--- src/rtl/piece_move_ctrl_pkg.sv ---
// Shared types and defaults for the active-piece move controller.
// PIECE_WALL_KICK_EN adds the KICK_L/KICK_R retry states.
package piece_move_ctrl_pkg;

  localparam int BOARD_W_DEF = 10;
  localparam int BOARD_H_DEF = 20;
  localparam int SPAWN_X_DEF = 3;
  localparam int SPAWN_Y_DEF = 0;

  typedef struct packed {
    logic left;
    logic right;
    logic down;
    logic cw;
    logic ccw;
  } buttons_t;

  typedef struct packed {
    logic [3:0] x;
    logic [4:0] y;
    logic [1:0] rot;
  } piece_pose_t;

  typedef enum logic [2:0] {MV_LEFT, MV_RIGHT, MV_DOWN, MV_CW, MV_CCW} move_kind_t;

  typedef enum logic [2:0] {
    ST_IDLE,
    ST_CHECK,
`ifdef PIECE_WALL_KICK_EN
    ST_COMMIT,
    ST_KICK_L,
    ST_KICK_R
`else
    ST_COMMIT
`endif
  } ctrl_state_t;

  // Commands arrive one-hot; the fixed order only matters for malformed input.
  function automatic move_kind_t decode_buttons(input buttons_t b);
    if (b.left)       return MV_LEFT;
    else if (b.right) return MV_RIGHT;
    else if (b.down)  return MV_DOWN;
    else if (b.cw)    return MV_CW;
    else              return MV_CCW;
  endfunction

  function automatic logic is_rotation(input move_kind_t k);
    return (k == MV_CW) || (k == MV_CCW);
  endfunction

endpackage

--- src/rtl/piece_move_ctrl_if.sv ---
// Command, collision-check and pose signals of the piece move controller.
// Handshakes: pressed is consumed in the cycle poll_inputs is high; chk_req is held with stable chk_x/y/rot until the cycle chk_ack is high, chk_collide is valid with chk_ack.
interface piece_move_ctrl_if;
  import piece_move_ctrl_pkg::*;

  buttons_t    pressed;
  logic        poll_inputs;
  logic        gravity_tick;
  logic        spawn;
  logic        chk_req;
  logic [3:0]  chk_x;
  logic [4:0]  chk_y;
  logic [1:0]  chk_rot;
  logic        chk_ack;
  logic        chk_collide;
  logic [3:0]  piece_x;
  logic [4:0]  piece_y;
  logic [1:0]  piece_rot;
  logic        active;
  logic        lock;
  ctrl_state_t state;

  modport master (
    input  pressed, gravity_tick, spawn, chk_ack, chk_collide,
    output poll_inputs, chk_req, chk_x, chk_y, chk_rot,
    output piece_x, piece_y, piece_rot, active, lock, state
  );

  modport slave (
    output pressed, gravity_tick, spawn, chk_ack, chk_collide,
    input  poll_inputs, chk_req, chk_x, chk_y, chk_rot,
    input  piece_x, piece_y, piece_rot, active, lock, state
  );
endinterface

--- src/rtl/piece_move_ctrl_candidate.sv ---
// Combinational candidate pose for one move, with optional x kick offset.
// Arithmetic runs wider than the pose fields so off-board results are caught.
module piece_move_ctrl_candidate
  import piece_move_ctrl_pkg::*;
#(
  parameter int BOARD_W = BOARD_W_DEF,
  parameter int BOARD_H = BOARD_H_DEF
) (
  input  piece_pose_t       i_pose,
  input  move_kind_t        i_kind,
  input  logic signed [1:0] i_kick,
  output piece_pose_t       o_cand,
  output logic              o_out_of_range
);

  localparam logic signed [5:0] X_MAX = 6'(BOARD_W - 1);
  localparam logic        [5:0] Y_MAX = 6'(BOARD_H - 1);

  logic signed [5:0] w_x;
  logic        [5:0] w_y;
  logic        [2:0] w_rot;

  always_comb begin
    w_x   = $signed({2'b00, i_pose.x}) + $signed({{4{i_kick[1]}}, i_kick});
    w_y   = {1'b0, i_pose.y};
    w_rot = {1'b0, i_pose.rot};
    case (i_kind)
      MV_LEFT:  w_x   = w_x - 6'sd1;
      MV_RIGHT: w_x   = w_x + 6'sd1;
      MV_DOWN:  w_y   = w_y + 6'd1;
      MV_CW:    w_rot = w_rot + 3'd1;
      MV_CCW:   w_rot = w_rot - 3'd1;
      default:  ;
    endcase
    o_cand.x       = w_x[3:0];
    o_cand.y       = w_y[4:0];
    o_cand.rot     = w_rot[1:0];
    o_out_of_range = (w_x < 6'sd0) || (w_x > X_MAX) || (w_y > Y_MAX);
  end

endmodule

--- src/rtl/piece_move_ctrl.sv ---
// Active-piece controller: turns commands and gravity into checked pose moves.
// Define PIECE_WALL_KICK_EN to retry blocked rotations one column left, then right.
module piece_move_ctrl
  import piece_move_ctrl_pkg::*;
#(
  parameter int BOARD_W = BOARD_W_DEF,
  parameter int BOARD_H = BOARD_H_DEF,
  parameter int SPAWN_X = SPAWN_X_DEF,
  parameter int SPAWN_Y = SPAWN_Y_DEF
) (
  input logic              clk,
  input logic              reset_n,
  piece_move_ctrl_if.master bus
);

  localparam piece_pose_t SPAWN_POSE = '{x: 4'(SPAWN_X), y: 5'(SPAWN_Y), rot: 2'd0};

  ctrl_state_t r_state;
  piece_pose_t r_pose;
  piece_pose_t r_cand;
  move_kind_t  r_kind;
  logic        r_collide;
  logic        r_active;
  logic        r_grav_pend;
  logic        r_chk_req;
  logic        r_lock;
`ifdef PIECE_WALL_KICK_EN
  logic [1:0]  r_kick_stage;
`endif

  logic              w_grav;
  logic              w_idle_go;
  logic              w_take_grav;
  logic              w_take_btn;
  move_kind_t        w_kind;
  logic signed [1:0] w_kick;
  piece_pose_t       w_cand;
  logic              w_oor;

  // A tick arriving this very cycle already beats a pressed button.
  assign w_grav      = r_active && (r_grav_pend || bus.gravity_tick);
  assign w_idle_go   = (r_state == ST_IDLE) && !bus.spawn;
  assign w_take_grav = w_idle_go && w_grav;
  assign w_take_btn  = w_idle_go && r_active && !w_grav && (bus.pressed != '0);
  assign w_kind      = (r_state != ST_IDLE) ? r_kind :
                       w_grav ? MV_DOWN : decode_buttons(bus.pressed);

`ifdef PIECE_WALL_KICK_EN
  assign w_kick = (r_state == ST_KICK_L) ? -2'sd1 :
                  (r_state == ST_KICK_R) ?  2'sd1 : 2'sd0;
`else
  assign w_kick = 2'sd0;
`endif

  piece_move_ctrl_candidate #(.BOARD_W(BOARD_W), .BOARD_H(BOARD_H)) u_cand (
    .i_pose         (r_pose),
    .i_kind         (w_kind),
    .i_kick         (w_kick),
    .o_cand         (w_cand),
    .o_out_of_range (w_oor)
  );

  always_ff @(posedge clk or negedge reset_n) begin
    if (!reset_n) begin
      r_state     <= ST_IDLE;
      r_pose      <= SPAWN_POSE;
      r_cand      <= SPAWN_POSE;
      r_kind      <= MV_DOWN;
      r_collide   <= 1'b0;
      r_active    <= 1'b0;
      r_grav_pend <= 1'b0;
      r_chk_req   <= 1'b0;
      r_lock      <= 1'b0;
`ifdef PIECE_WALL_KICK_EN
      r_kick_stage <= 2'd0;
`endif
    end else begin
      r_lock <= 1'b0;
      if (bus.gravity_tick && r_active) r_grav_pend <= 1'b1;
      case (r_state)
        ST_IDLE: begin
          if (bus.spawn) begin
            r_pose      <= SPAWN_POSE;
            r_active    <= 1'b1;
            r_grav_pend <= 1'b0;
          end else if (w_take_grav || w_take_btn) begin
            r_kind <= w_kind;
            r_cand <= w_cand;
            if (w_take_grav) r_grav_pend <= 1'b0;
            if (w_oor) begin
              r_collide <= 1'b1;
              r_state   <= ST_COMMIT;
            end else begin
              r_chk_req <= 1'b1;
              r_state   <= ST_CHECK;
            end
          end
        end
        ST_CHECK: begin
          if (bus.chk_ack) begin
            r_collide <= bus.chk_collide;
            r_chk_req <= 1'b0;
            r_state   <= ST_COMMIT;
          end
        end
        ST_COMMIT: begin
          r_state <= ST_IDLE;
`ifdef PIECE_WALL_KICK_EN
          r_kick_stage <= 2'd0;
`endif
          if (!r_collide) begin
            r_pose <= r_cand;
          end else if (r_kind == MV_DOWN) begin
            r_lock      <= 1'b1;
            r_active    <= 1'b0;
            r_grav_pend <= 1'b0;
          end
`ifdef PIECE_WALL_KICK_EN
          else if (is_rotation(r_kind) && (r_kick_stage != 2'd2)) begin
            r_state      <= (r_kick_stage == 2'd0) ? ST_KICK_L : ST_KICK_R;
            r_kick_stage <= r_kick_stage;
          end
`endif
        end
`ifdef PIECE_WALL_KICK_EN
        ST_KICK_L: begin
          r_cand       <= w_cand;
          r_kick_stage <= 2'd1;
          if (w_oor) begin
            r_state <= ST_KICK_R;
          end else begin
            r_chk_req <= 1'b1;
            r_state   <= ST_CHECK;
          end
        end
        ST_KICK_R: begin
          r_cand       <= w_cand;
          r_kick_stage <= 2'd2;
          if (w_oor) begin
            r_kick_stage <= 2'd0;
            r_state      <= ST_IDLE;
          end else begin
            r_chk_req <= 1'b1;
            r_state   <= ST_CHECK;
          end
        end
`endif
        default: r_state <= ST_IDLE;
      endcase
    end
  end

  assign bus.poll_inputs = w_take_btn;
  assign bus.chk_req     = r_chk_req;
  assign bus.chk_x       = r_cand.x;
  assign bus.chk_y       = r_cand.y;
  assign bus.chk_rot     = r_cand.rot;
  assign bus.piece_x     = r_pose.x;
  assign bus.piece_y     = r_pose.y;
  assign bus.piece_rot   = r_pose.rot;
  assign bus.active      = r_active;
  assign bus.lock        = r_lock;
  assign bus.state       = r_state;

endmodule
--- src/flat_wrapper.sv ---
// flat-port wrapper written by rule: the top's interface ports become plain ports
module piece_move_ctrl_flat import piece_move_ctrl_pkg::*;
#(
  parameter int BOARD_W = BOARD_W_DEF,
  parameter int BOARD_H = BOARD_H_DEF,
  parameter int SPAWN_X = SPAWN_X_DEF,
  parameter int SPAWN_Y = SPAWN_Y_DEF
)
  (clk, reset_n, bus_pressed, bus_gravity_tick, bus_spawn, bus_chk_ack, bus_chk_collide, bus_poll_inputs, bus_chk_req, bus_chk_x, bus_chk_y, bus_chk_rot, bus_piece_x, bus_piece_y, bus_piece_rot, bus_active, bus_lock, bus_state);
  piece_move_ctrl_if bus_i ();
  input logic clk;
  input logic reset_n;
  input wire logic [$bits(bus_i.pressed)-1:0] bus_pressed;
  input wire logic [$bits(bus_i.gravity_tick)-1:0] bus_gravity_tick;
  input wire logic [$bits(bus_i.spawn)-1:0] bus_spawn;
  input wire logic [$bits(bus_i.chk_ack)-1:0] bus_chk_ack;
  input wire logic [$bits(bus_i.chk_collide)-1:0] bus_chk_collide;
  output wire logic [$bits(bus_i.poll_inputs)-1:0] bus_poll_inputs;
  output wire logic [$bits(bus_i.chk_req)-1:0] bus_chk_req;
  output wire logic [$bits(bus_i.chk_x)-1:0] bus_chk_x;
  output wire logic [$bits(bus_i.chk_y)-1:0] bus_chk_y;
  output wire logic [$bits(bus_i.chk_rot)-1:0] bus_chk_rot;
  output wire logic [$bits(bus_i.piece_x)-1:0] bus_piece_x;
  output wire logic [$bits(bus_i.piece_y)-1:0] bus_piece_y;
  output wire logic [$bits(bus_i.piece_rot)-1:0] bus_piece_rot;
  output wire logic [$bits(bus_i.active)-1:0] bus_active;
  output wire logic [$bits(bus_i.lock)-1:0] bus_lock;
  output wire logic [$bits(bus_i.state)-1:0] bus_state;
  assign bus_i.pressed = bus_pressed;
  assign bus_i.gravity_tick = bus_gravity_tick;
  assign bus_i.spawn = bus_spawn;
  assign bus_i.chk_ack = bus_chk_ack;
  assign bus_i.chk_collide = bus_chk_collide;
  assign bus_poll_inputs = bus_i.poll_inputs;
  assign bus_chk_req = bus_i.chk_req;
  assign bus_chk_x = bus_i.chk_x;
  assign bus_chk_y = bus_i.chk_y;
  assign bus_chk_rot = bus_i.chk_rot;
  assign bus_piece_x = bus_i.piece_x;
  assign bus_piece_y = bus_i.piece_y;
  assign bus_piece_rot = bus_i.piece_rot;
  assign bus_active = bus_i.active;
  assign bus_lock = bus_i.lock;
  assign bus_state = bus_i.state;
  piece_move_ctrl #(.BOARD_W(BOARD_W), .BOARD_H(BOARD_H), .SPAWN_X(SPAWN_X), .SPAWN_Y(SPAWN_Y)) u_core (.clk(clk), .reset_n(reset_n), .bus(bus_i));
endmodule
--- config.mk ---
export PLATFORM = sky130hd
export DESIGN_NAME = piece_move_ctrl_flat
export DESIGN_NICKNAME = d
export VERILOG_FILES = /design/src/rtl/piece_move_ctrl_pkg.sv /design/src/rtl/piece_move_ctrl_if.sv /design/src/rtl/piece_move_ctrl_candidate.sv /design/src/rtl/piece_move_ctrl.sv /design/src/flat_wrapper.sv
export SDC_FILE = /design/constraint.sdc
export NUM_CORES = 1
export LEC_CHECK = 0
export BUFFER_PORTS_ARGS = -buffer_cell sky130_fd_sc_hd__buf_2
export CAP_MARGIN = 15
export CELL_PAD_IN_SITES_DETAIL_PLACEMENT = 1
export CELL_PAD_IN_SITES_GLOBAL_PLACEMENT = 2
export CORE_MARGIN = 2
export CORE_UTILIZATION = 34
export DETAILED_ROUTE_END_ITERATION = 8
export PLACE_DENSITY = 0.89
export SYNTH_ARGS = -nofsm -noshare
export SYNTH_HDL_FRONTEND = slang
export SYNTH_SLANG_ARGS = --single-unit
--- constraint.sdc ---
create_clock -name clk -period 4.1 [get_ports clk]
set_clock_uncertainty 0.05 [all_clocks]
set_input_delay 0.41 -clock clk [delete_from_list [all_inputs] [get_ports clk]]
set_output_delay 0.41 -clock clk [all_outputs]
set_load 0.01 [all_outputs]
==> Yosys cells after proc, flatten, opt, wreduce, memory -nomap -nowiden <==
Index checks and enable logic that the tools add are counted.
{ "word_totals": {"reg_bits": 33, "latch_bits": 0, "mem_bits_rw": 0, "romBits": 0, "input_bits": 11, "out_inout_bits": 29, "elab_cells": 104, "memories": 0} }
{ "classes": {"addsub": 5, "n_mul": 0, "div": 0, "n_lt_le_gt_ge": 3, "eq_ne": 16, "shifts": 0, "n_mux": 41, "bitwise": 1, "n_reduce_logical": 25} }
{ "op_table": {"columns": ["cell", "n"], "rows": [
  ["$mux W3", 9],
  ["$mux W11", 2],
  ["$pmux W11 S2", 1],
  ["$mux W1", 20],
  ["$ne A2 B2 Y1 const B", 7],
  ["$eq A3 B2 Y1 const B", 4],
  ["$gt A6 B5 Y1 const B", 2],
  ["$pmux W6 S2", 1],
  ["$reduce_and A5 Y1", 2],
  ["$reduce_and A3 Y1", 3],
  ["$pmux W1 S2", 4],
  ["$logic_and A1 B1 Y1", 7],
  ["$add A5 B1 Y6 const B", 1],
  ["$eq A3 B1 Y1 const B", 2],
  ["$logic_not A3 Y1", 2],
  ["$lt A6 B1 Y1 const B", 1],
  ["$mux W6", 1],
  ["$pmux W3 S2", 1],
  ["$add A4 B1 Y5 const B", 1],
  ["$reduce_bool A5 Y1", 1],
  ["$sub A4 B1 Y5 const B", 1],
  ["$logic_or A1 B1 Y1", 4],
  ["$ne A2 B1 Y1 const B", 2],
  ["$pmux W2 S2", 1],
  ["9 further kinds", 11]
]} }

==> Depth between registers and ports, before layout <==
Gate-level depths: netlist of the first run.
{ "depth": {"word_depth": 15, "depth_mapped": 8, "ltp_nobuf": 7} }

==> By module <==
Synthesis of the first run repeated with hierarchy kept, for this count alone.
{ "unflattened": {"hier_cells": 228, "hier_area_um2": 2233.4} }
{ "modules_own_cells": {"columns": ["mod", "n_inst", "cells_per_inst", "area_each_um2", "seq_area_each_um2"], "rows": [
  ["piece_move_ctrl", 1, 137, 1495.2, 807.0],
  ["piece_move_ctrl_candidate", 1, 91, 738.2, 0.0]
]} }

==> Worst setup path after synthesis of the first run <==
No wires, ideal clock.
{ "synth_path": {"path_type": "register to register", "startpoint": "register u_core.r_state[0], in the netlist u_core.bus.state[0]", "endpoint": "register u_core.r_chk_req, in the netlist u_core.bus.chk_req", "arrival_time_ps": 2028, "t_required_ps": 3928, "path_slack_ps": 1901, "path_stages_with_launch": 9, "n_path_buf": 2, "synth_period_minus_slack_ps": 2199, "path_cell_list": "dfrtp_1 buf_6 or2_1 buf_2 or3_4 a21boi_2 a221oi_1 a311o_1 a32o_1"} }
{ "synth_between": {"elab_chain_cells": 9} }
{ "synth_lines": {"columns": ["element", "line_no", "text"], "rows": [
  ["start, declared", "piece_move_ctrl.sv:18", "ctrl_state_t r_state;"],
  ["start signal, assigned", "piece_move_ctrl.sv:65", "r_state <= ST_IDLE;"],
  ["start signal, assigned", "piece_move_ctrl.sv:92", "r_state <= ST_COMMIT;"],
  ["start signal, assigned", "piece_move_ctrl.sv:95", "r_state <= ST_CHECK;"],
  ["$reduce_bool A3 Y1", "piece_move_ctrl.sv:45", "assign w_kind = (r_state != ST_IDLE) ? r_kind :"],
  ["$mux W3", "piece_move_ctrl.sv:45", null],
  ["$eq A3 B1 Y1 / $logic_not A3 Y1 (equally long branches)", "piece_move_ctrl_candidate.sv:27", "case (i_kind)"],
  ["$pmux W6 S2", "piece_move_ctrl_candidate.sv:27", null],
  ["$lt A6 B1 Y1 / $gt A6 B5 Y1 (equally long branches)", "piece_move_ctrl_candidate.sv:38", "o_out_of_range = (w_x < 6'sd0) || (w_x > X_MAX) || (w_y > Y_MAX);"],
  ["$logic_or A1 B1 Y1 (2 in a row)", "piece_move_ctrl_candidate.sv:38", null],
  ["$ne A2 B2 Y1 (no line)", null, null],
  ["$reduce_and A5 Y1 (no line)", null, null],
  ["end signal, assigned", "piece_move_ctrl.sv:72", "r_chk_req <= 1'b0;"],
  ["end signal, assigned", "piece_move_ctrl.sv:94", "r_chk_req <= 1'b1;"],
  ["end signal, assigned", "piece_move_ctrl.sv:102", "r_chk_req <= 1'b0;"],
  ["end, declared", "piece_move_ctrl.sv:25", "logic r_chk_req;"]
]} }
Parallel ways exist; a longest one is shown, timed or not.
A chain may end at the register's enable or synchronous reset.

==> Worst setup path in the final report of the first run <==
{ "layout_path": {"startpoint": "register u_core.r_state[1], in the netlist u_core.bus.state[1]", "endpoint": "register u_core.r_chk_req, in the netlist u_core.bus.chk_req"} }
The elaborated chain is that of the path after synthesis.

==> results.md, run 1 <==
* Starting density of the core at 0.350
* Avg WL per Cell at 15.4 um
* CP delay by family, top: compound AO/OA/AOI/OAI gates
* Final setup viols at 0
* Post_cts resized at 0
* Clock-pin slew on the worst setup and hold paths at 70 ps
* Multi-input combinational cell area at 1030 um2
* Share of the synthesized area in the top cell type at 0.353
* Max_cap viols at 0
* Global-route wire length before repair at 8420 um
* Leading area contributor after synthesis: dfrtp_1
* Number of I/O port buffers at 38
* Diodes inserted at 0
* Slowest stage cell, crit path: dfrtp_1
* Post-CTS Hold Buffers at 0
* Worst Path Max Fanout at 12
* CP dominant cell by count: a221oi_1
* Crit path buffers/inverters at 0
* CTS root buffer: clkbuf_8
* Layout fillers at 691
* Vias in the first global route at 1662
* Crit path DAT at 2630 ps
* Critical Path RT at 4220 ps
* Via/cell ratio at 5.30
* H-tree depth at 2
* Worst setup SP type: flop
* Clock Tree Buf Depth at 2
* Final Critical Period at 2510 ps
* Overall routing resource usage at 0.172
* Ys flop type: dfrtp_1
* Pin count of the biggest net entering global routing at 33
* Chip Width at 79.0 um
* Final Hold Fails at 0
* Cell count after synthesis at 223
* Crit share post-route at 0.611
* Detailed Route WL at 5080 um
* Placed wire-length estimate at 3690 um
* Synth Net Count at 237
* Synthesis warning total at 0
* Slew Viols, Final at 0
* Layout area overhead at 16.5%
* Clk sink count at 32
* Clk Latency, worst-skew pair at 280 ps
* I/O Pins at 40
* Post-synth EDFFs at 0
* Measured slew at the worst slew-check pin at 853 ps
* DR iter-0 viols at 123
* Stages on worst setup path at 6
* Fin util at 0.407
* Die height at 79.0 um
* Cell chain of the critical path: nor2_4, or3_1, a221oi_1, a221oi_1, a311o_1, a32o_1
* Nets at 271
* Rows at 27
* Worst Path Class, Setup: flop to flop
* Routed Antenna Nets at 0
* CP max stage delay at 610 ps
* Achievable Freq at 399 MHz
* GRT overflow at 0
* Total number of vias at 1749
* Initial antenna violation count at 0
* Share of post-route cells with drive strength above 1 at 0.221
* Status: finished, final reports clean
* TritonCTS buffer count at 5
* Post-route setup TNS at 0 ps
* CTS tree: done
* Netlist cell types at 51
* Synth area leaders: dfrtp_1 (35%), nand2_1 (9.0%), o21ai_0 (8.4%), dfstp_2 (6.9%), xnor2_1 (3.7%)
* TritonRoute pass-1 iters at 4
* # DRC at 0
* Worst reg2reg path depth at 6
* Yosys reg bits at 32
* Setup crit end kind: flop
* Worst hold-check path type: input port to asynchronous set/reset pin
* Routability cong. at 0.815
* Sequential cell area at 807 um2
* Ys async rst share at 1.00
* Avg Inst Size Synth at 8.58 um2
* RSZ-0062 raised after global routing: no
* Leakage at 0.992 nW
* Sequential area share after synthesis at 0.422
* Peak VDD IR at 0.272 mV
* Post-synthesis cell area at 1910 um2
* Post-CTS setup buffer count at 0
* Max_slew headroom at 0.430
* CORE AREA at 5470 um2
* Die area at 6250 um2
* Pwr/cell area at 623 nW/um2
-- layout by cell type (no fill, tap or decap), types with 2 or more instances in the layout --
master     count
clkbuf_8       6
nand2_1       46
xor2_1         2
a31o_2         2
nor2b_1        2
dfrtp_1       27
o21ai_0       32
buf_2         38
nand3b_1       2
or4_1          2
o21a_1         2
o21ai_1        2
a21oi_1        8
nand3_1        4
dfstp_2        5
mux2i_1        5
a221oi_1       2
inv_1          6
o2111ai_1      2
nor3b_1        3
o22ai_1        2
clkinv_2       2
nand2b_1       3
ha_1           3
and2_1         2
nor3_1         5
xnor2_1        8
or3_1          2
a211o_1        2
a31oi_1        3
nor2_1        10
-- layer usage --
layer	global-route usage	vias to the layer above	part of all wire
met4	0.0621	0	0.014
met1	0.249	846	0.50
li1	-	862	-
met5	0	-	0
met2	0.263	35	0.44
met3	0.0250	6	0.038
-- state kept, by name (all words and copies together) (netlist names) --
name and count:
u_core.bus.lock 1, u_core.bus.piece_y 5, u_core.r_kind 3, u_core.bus.piece_x 4, u_core.bus.chk_y 5, u_core.bus.chk_rot 2, u_core.r_collide 1, u_core.bus.chk_req 1
u_core.bus.chk_x 4, u_core.bus.active 1, u_core.r_grav_pend 1, u_core.bus.state 2, u_core.bus.piece_rot 2
-- worst reg2reg max path: cells and delay by family, from the launching register on --
family          cells  cell delay (ps)
compound gates      4             1180
flops               1              610
simple gates        2              560
-- cell usage after synthesis, types with 2 or more instances --
| cell | count |
|---|---|
| nand2_1 | 46 |
| o21ai_0 | 32 |
| dfrtp_1 | 27 |
| nor2_1 | 10 |
| a21oi_1 | 8 |
| xnor2_1 | 8 |
| clkbuf_1 | 6 |
| inv_1 | 6 |
| dfstp_2 | 5 |
| mux2i_1 | 5 |
| nor3_1 | 5 |
| nand3_1 | 4 |
| a31oi_1 | 3 |
| ha_1 | 3 |
| nand2b_1 | 3 |
| nor3b_1 | 3 |
| a211o_1 | 2 |
| a221oi_1 | 2 |
| a31o_2 | 2 |
| and2_1 | 2 |
| buf_4 | 2 |
| nand3b_1 | 2 |
| nor2b_1 | 2 |
| o2111ai_1 | 2 |
| o21a_1 | 2 |
| o21ai_1 | 2 |
| o22ai_1 | 2 |
| or3_1 | 2 |
| or4_1 | 2 |
| xor2_1 | 2 |
-- cell type report --
class,count,area share
multi-input combinational,174,0.461
clock buffer,6,0.0370
inverter,6,0.0101
sequential,32,0.362
timing repair buffer,38,0.0853
tap,72,0.0404
clock inverter,2,0.00449
-- cell families after synthesis --
group / Yosys count / synth area share
adder cells (fa/ha/maj): 3 / 0.0196
buffers and inverters: 17 / 0.0418
other: 1 / 0.00196
flip-flops: 32 / 0.422
XOR/XNOR: 10 / 0.0458
multiplexers: 5 / 0.0261
AO/OA/AOI/OAI: 69 / 0.229
AND/OR/NAND/NOR: 86 / 0.214
-- per-stage QoR --
step           worst slack (ps)  cells  total power [mW]  hold WS (ps)  area, um2
3_3_place_gp               1540    322              1.13           436       2140
2_1_floorplan              1900    223             0.960          64.4       1910
6_report                   1590    330              1.39           139       2230
3_5_place_dp               1430    322              1.14           437       2140
5_1_grt                    1430    330              1.51           203       2230
4_1_cts                    1600    330              1.41           162       2230
-- where the power goes --
group | internal (mW) | total (mW) | switching [mW]
logic | 0.237 | 0.629 | 0.392
registers | 0.412 | 0.507 | 0.0952
clock network | 0.134 | 0.253 | 0.119
-- worst paths after layout --
check                      slack, ps                            start                                end
hold / removal                   140                          reset_n  u_core.bus.piece_x[2]$_DFFE_PN0P_
max in group asynchronous       3380                          reset_n      u_core.bus.active$_DFFE_PN0P_
min in group clk                 350                        bus_spawn      u_core.bus.active$_DFFE_PN0P_
hold reg to reg                  440  u_core.bus.chk_x[0]$_DFFE_PN1P_    u_core.bus.chk_x[0]$_DFFE_PN1P_
setup reg to reg                1590  u_core.bus.state[1]$_DFFE_PN0P_     u_core.bus.chk_req$_DFFE_PN0P_
setup / recovery                1590  u_core.bus.state[1]$_DFFE_PN0P_     u_core.bus.chk_req$_DFFE_PN0P_
Note: power is estimated with default switching activity, not from simulation.
==> inputs of run 2 (changes only) <==
--- a/config.mk
+++ b/config.mk
@@ -10,9 +10,9 @@
 export CELL_PAD_IN_SITES_DETAIL_PLACEMENT = 1
 export CELL_PAD_IN_SITES_GLOBAL_PLACEMENT = 2
 export CORE_MARGIN = 2
-export CORE_UTILIZATION = 34
+export CORE_UTILIZATION = 32
 export DETAILED_ROUTE_END_ITERATION = 8
-export PLACE_DENSITY = 0.89
+export PLACE_DENSITY = 0.85
 export SYNTH_ARGS = -nofsm -noshare
 export SYNTH_HDL_FRONTEND = slang
 export SYNTH_SLANG_ARGS = --single-unit
==> constraint.sdc (replaced) <==
create_clock -name clk -period 2.5 [get_ports clk]
set_clock_uncertainty 0.05 [all_clocks]
set_input_delay 0.25 -clock clk [delete_from_list [all_inputs] [get_ports clk]]
set_output_delay 0.25 -clock clk [all_outputs]
set_load 0.01 [all_outputs]
==> results.md, run 2 (synthesis results as in run 1) <==
* Hold slack at 184 ps (+44.8 ps)
* R2R Setup Slk at 210 ps (-1380 ps)
* Initial antenna violation count at 0 (unchanged)
* I/O Pins at 40 (unchanged)
* Overall routing resource usage at 0.168 (-0.00487)
* Clock Tree Buf Depth at 2 (unchanged)
* Starting density of the core at 0.327 (-0.0226)
* Die height at 81.3 um (+2.9%)
* Crit path DAT at 2410 ps (-220 ps)
* Worst Path Class, Setup: flop to flop
* Rows at 28 (+3.7%)
* Routability cong. at 0.824 (+1.2%)
* RSZ-0062 raised after global routing: no
* DR iter-0 viols at 110 (-11%)
* Post-CTS Hold Buffers at 1 (+1)
* TritonRoute pass-1 iters at 4 (unchanged)
* Share of post-route cells with drive strength above 1 at 0.235 (+0.0139)
* Vias in the first global route at 1726 (+3.9%)
* Highest routed layer: met4
* Critical Path RT at 2620 ps (-1600 ps)
* Clk Latency, worst-skew pair at 290 ps (about the same)
* Clk sink count at 32 (unchanged)
* CTS root buffer: clkbuf_8
* Worst setup SP type: flop
* GRT overflow at 0 (unchanged)
* Final Critical Period at 2290 ps (-215 ps)
* Via/cell ratio at 5.17 (-2.5%)
* Met2 wire len at 2410 um (+7.2%)
* Final setup viols at 0 (unchanged)
* Post-CTS setup buffer count at 0 (unchanged)
* Max_slew headroom at 0.460 (+0.0300)
* Setup crit end kind: flop
* Routed Antenna Nets at 0 (unchanged)
* Met3 wire len at 169 um (-12%)
* Total number of vias at 1751 (+0.11%)
* Layout fillers at 725 (+4.9%)
* Sequential cell area at 807 um2 (unchanged)
* Status: finished, final reports clean
* Achievable Freq at 436 MHz (+9.4%)
* Multi-input combinational cell area at 1030 um2 (unchanged)
* Measured slew at the worst slew-check pin at 810 ps (-43.3 ps)
* Chip Width at 81.3 um (+2.9%)
* Worst hold-check path type: input port to flop
* Most common cell after layout, fill and taps aside: nand2_1
* Avg WL per Cell at 15.2 um (-1.5%)
* Diodes inserted at 0 (unchanged)
* Post_cts resized at 0 (unchanged)
* Placed wire-length estimate at 3880 um (+5.0%)
* Pin count of the biggest net entering global routing at 33 (unchanged)
* Final Hold Fails at 0 (unchanged)
* Clock-pin slew on the worst setup and hold paths at 70 ps (about the same)
* CTS tree: done
* Layout area overhead at 19.8%
* Nets at 277 (+2.2%)
* Post-route setup TNS at 0 ps (unchanged)
* Peak VDD IR at 0.470 mV (+73%)
* Fin util at 0.392 (-0.0154)
* Max_cap viols at 0 (unchanged)
* CORE AREA at 5850 um2 (+6.9%)
* WL met1 at 2520 um (-1.9%)
* Detailed Route WL at 5140 um (+1.2%)
* H-tree depth at 2 (unchanged)
* TritonCTS buffer count at 5 (unchanged)
* Most frequent cells in the layout: nand2_1 (46), buf_2 (38), o21ai_0 (32)
* Leakage at 1.02 nW (+2.4%)
* Global-route wire length before repair at 8450 um (+0.25%)
* Worst Path Max Fanout at 11 (-1)
* Die area at 6620 um2 (+5.9%)
* Slew Viols, Final at 0 (unchanged)
* Crit share post-route at 0.917 (+0.305)
* # DRC at 0 (unchanged)
* Number of I/O port buffers at 38 (unchanged)
* Pwr/cell area at 1020 nW/um2 (+63%)
run 2: cell count changes in the layout (fill, tap and decap cells not counted):
cell,before,now
buf_4,0,4
clkinv_2,2,0
clkinvlp_4,0,2
buf_12,0,1
clkbuf_8,6,5
clkinv_4,0,1
dlygate4sd3_1,0,1
run 2: critical path, stage by stage, from the launching register on:
cell     delay [ps]
dfrtp_1         490
or2_1           350
or3_4           380
nand2_1         160
a31oi_1         100
a311o_1         390
a32o_1          270
run 2: layout make-up:
class,count,area share
clock buffer,5,0.0300
inverter,6,0.00982
clock inverter,3,0.0104
tap,75,0.0409
multi-input combinational,174,0.448
timing repair buffer,44,0.109
sequential,32,0.352
run 2: layer usage:
| metal | GRT usage | vias up |
|---|---|---|
| met1 | 0.228 | 847 |
| met4 | 0.0576 | 0 |
| met3 | 0.0300 | 2 |
| li1 | - | 869 |
| met5 | 0 | - |
| met2 | 0.267 | 33 |
run 2: worst paths after layout:
path	start	endpoint	depth (start not counted)
max	u_core.bus.state[0]$_DFFE_PN0P_	u_core.bus.chk_req$_DFFE_PN0P_	6
min	bus_gravity_tick	u_core.r_grav_pend$_DFF_PN0_	3
max reg2reg	u_core.bus.state[0]$_DFFE_PN0P_	u_core.bus.chk_req$_DFFE_PN0P_	6
min reg2reg	u_core.bus.chk_x[0]$_DFFE_PN1P_	u_core.bus.chk_x[0]$_DFFE_PN1P_	2
max in group asynchronous	reset_n	u_core.bus.lock$_DFF_PN0_	2
min in group asynchronous	reset_n	u_core.bus.piece_y[0]$_DFFE_PN0P_	2
run 2: per-stage QoR:
step | setup slack, ps | area [um2] | cells | power, mW
6_report | 208 | 2290 | 339 | 2.33
5_1_grt | 58.1 | 2290 | 339 | 2.53
4_1_cts | 206 | 2290 | 339 | 2.36
3_5_place_dp | 230 | 2190 | 330 | 1.94
3_3_place_gp | 272 | 2190 | 330 | 1.92
2_1_floorplan | 301 | 1910 | 223 | 1.57
run 2: power by group:
group	switching [mW]	internal, mW	total, mW
sequential	0.145	0.675	0.820
combinational	0.662	0.443	1.11
clock	0.211	0.197	0.408
total	1.02	1.31	2.33
==> inputs of run 3 (changes only) <==
--- a/config.mk
+++ b/config.mk
@@ -10,9 +10,9 @@
 export CELL_PAD_IN_SITES_DETAIL_PLACEMENT = 1
 export CELL_PAD_IN_SITES_GLOBAL_PLACEMENT = 2
 export CORE_MARGIN = 2
-export CORE_UTILIZATION = 32
+export CORE_UTILIZATION = 34
 export DETAILED_ROUTE_END_ITERATION = 8
-export PLACE_DENSITY = 0.85
+export PLACE_DENSITY = 0.89
 export SYNTH_ARGS = -nofsm -noshare
 export SYNTH_HDL_FRONTEND = slang
 export SYNTH_SLANG_ARGS = --single-unit
==> constraint.sdc (replaced) <==
create_clock -name clk -period 2.7 [get_ports clk]
set_clock_uncertainty 0.05 [all_clocks]
set_input_delay 0.27 -clock clk [delete_from_list [all_inputs] [get_ports clk]]
set_output_delay 0.27 -clock clk [all_outputs]
set_load 0.01 [all_outputs]
==> results.md, run 3 (synthesis results as in run 1) <==
* Power Internal at 1.19 mW (-9.4%)
* Pwr/cell area at 944 nW/um2 (-7.2%)
* Clk pwr share at 0.174 (about the same)
* Clk Latency, worst-skew pair at 290 ps (about the same)
* I/O Pins at 40 (unchanged)
* Post-CTS setup buffer count at 0 (unchanged)
* Slew Viols, Final at 0 (unchanged)
* CORE AREA at 5470 um2 (-6.5%)
* Measured slew at the worst slew-check pin at 866 ps (+56.4 ps)
* Layout area overhead at 17.6%
* Max_cap viols at 0 (unchanged)
* Achievable Freq at 423 MHz (-3.1%)
* Final WS setup at 336 ps (+128 ps)
* GRT overflow at 0 (unchanged)
* Routed Antenna Nets at 0 (unchanged)
* Chip Width at 79.0 um (-2.8%)
* Crit share post-route at 0.875 (-0.0412)
* Most frequent cells in the layout: nand2_1 (46), buf_2 (38), o21ai_0 (32)
* Clock-pin slew on the worst setup and hold paths at 80 ps (about the same)
* Global-route wire length before repair at 8690 um (+2.9%)
* Total number of vias at 1747 (-0.23%)
* TritonRoute pass-1 iters at 4 (unchanged)
* Vias in the first global route at 1737 (+0.64%)
* Worst hold-check path type: input port to asynchronous set/reset pin
* Leakage at 1.00 nW (-1.2%)
* Hold slack at -8.62 ps (-192 ps)
* Rows at 27 (-3.6%)
* Max_slew headroom at 0.422 (-0.0376)
* Most common cell after layout, fill and taps aside: nand2_1
* Share of post-route cells with drive strength above 1 at 0.227 (-0.00793)
* # DRC at 0 (unchanged)
* Overall routing resource usage at 0.181 (+0.0135)
* Diodes inserted at 0 (unchanged)
* Sw Ratio at 0.439 (+0.00293)
* Worst setup SP type: flop
* Sw power at 0.934 mW (-8.3%)
* Placed wire-length estimate at 3820 um (-1.5%)
* DR iter-0 viols at 74 (-33%)
* Setup crit end kind: flop
* Clk sink count at 32 (unchanged)
* Final Hold Fails at 8 (+8)
* Nets at 273 (-1.4%)
* Layout fillers at 678 (-6.5%)
* Comb pwr share at 0.463 (-0.011)
* Seq pwr share at 0.362 (+0.011)
* Post-route setup TNS at 0 ps (unchanged)
* Avg WL per Cell at 15.5 um (+2.1%)
* Die height at 79.0 um (-2.8%)
* Status: finished with violations
* Number of I/O port buffers at 38 (unchanged)
* Final Critical Period at 2360 ps (+72.1 ps)
* Die area at 6250 um2 (-5.6%)
* R2R Setup Slk at 340 ps (+130 ps)
* Post_cts resized at 0 (unchanged)
* Peak VDD IR at 0.396 mV (-16%)
* Pin count of the biggest net entering global routing at 33 (unchanged)
* Worst Path Class, Setup: flop to flop
* Post-CTS Hold Buffers at 0 (-1)
* Worst Path Max Fanout at 12 (+1)
* Crit path DAT at 2490 ps (+80 ps)
* TritonCTS buffer count at 5 (unchanged)
* Routability cong. at 0.900 (+9.2%)
* H-tree depth at 2 (unchanged)
* Final setup viols at 0 (unchanged)
* CTS tree: done
* Starting density of the core at 0.350 (+0.0226)
* Via/cell ratio at 5.26 (+1.9%)
* Initial antenna violation count at 0 (unchanged)
* Clock Tree Buf Depth at 2 (unchanged)
* Placement Setup Slack at 335 ps (+105 ps)
* Violated checks: negative hold slack
* Detailed Route WL at 5140 um (about the same)
* RSZ-0062 raised after global routing: no
* Critical Path RT at 2820 ps (+200 ps)
* CTS root buffer: clkbuf_8
[run 3: changes by cell type in the layout (fill, tap and decap cells not counted)]
cell	delta
clkinv_2	+2
buf_4	-3
dlygate4sd3_1	-1
clkinvlp_4	-2
[run 3: cell type report]
| cell class | instances | area, um2 | share of cell area |
|---|---|---|---|
| tap | 72 | 90.1 | 0.0400 |
| timing repair buffer | 40 | 218 | 0.0967 |
| clock buffer | 5 | 68.8 | 0.0306 |
| inverter | 6 | 22.5 | 0.0100 |
| sequential | 32 | 807 | 0.358 |
| multi-input combinational | 174 | 1030 | 0.456 |
| clock inverter | 3 | 18.8 | 0.00833 |
[run 3: worst paths after layout]
check | from | endpoint | cells past startpoint
worst max-delay path | u_core.bus.state[1]$_DFFE_PN0P_ | u_core.bus.chk_req$_DFFE_PN0P_ | 6
worst min-delay path | reset_n | u_core.r_kind[0]$_DFFE_PN0P_ | 1
worst max register to register | u_core.bus.state[1]$_DFFE_PN0P_ | u_core.bus.chk_req$_DFFE_PN0P_ | 6
worst min register to register | u_core.bus.chk_x[0]$_DFFE_PN1P_ | u_core.bus.chk_x[0]$_DFFE_PN1P_ | 2
max in group asynchronous | reset_n | u_core.bus.state[1]$_DFFE_PN0P_ | 1
min in group clk | bus_gravity_tick | u_core.r_grav_pend$_DFF_PN0_ | 3
[run 3: routing by layer]
metal | share of wire | GRT usage | vias to the layer above
met5 | 0 | 0 | -
li1 | - | - | 862
met2 | 0.45 | 0.269 | 36
met4 | 0.019 | 0.0810 | 0
met1 | 0.49 | 0.256 | 843
met3 | 0.040 | 0.0330 | 6
[run 3: stage by stage]
stage / utilization / instances / total power [mW] / instance area [um2]
floorplan: - / 223 / 1.46 / 1910
global placement: 0.396 / 324 / 1.74 / 2160
detailed placement: 0.396 / 324 / 1.77 / 2160
CTS: 0.412 / 332 / 2.15 / 2250
global route: 0.412 / 332 / 2.32 / 2250
finish: 0.412 / 332 / 2.13 / 2250
[run 3: power by group through the flow]
| stage | Sequential, mW | Combinational, mW | Clock, mW |
|---|---|---|---|
| after floorplan | 0.766 | 0.691 | 0 |
| after global placement | 0.774 | 0.969 | 0 |
| after detailed placement | 0.780 | 0.992 | 0 |
| after CTS | 0.772 | 0.995 | 0.379 |
| after global routing | 0.795 | 1.12 | 0.408 |
| final | 0.770 | 0.985 | 0.370 |
[run 3: critical path, stage by stage (launching register included)]
cell and delay [ps]:
dfrtp_1 570, nor2_4 120, or3_1 400, a221oi_1 340, a221oi_1 130, a311o_1 370, a32o_1 270
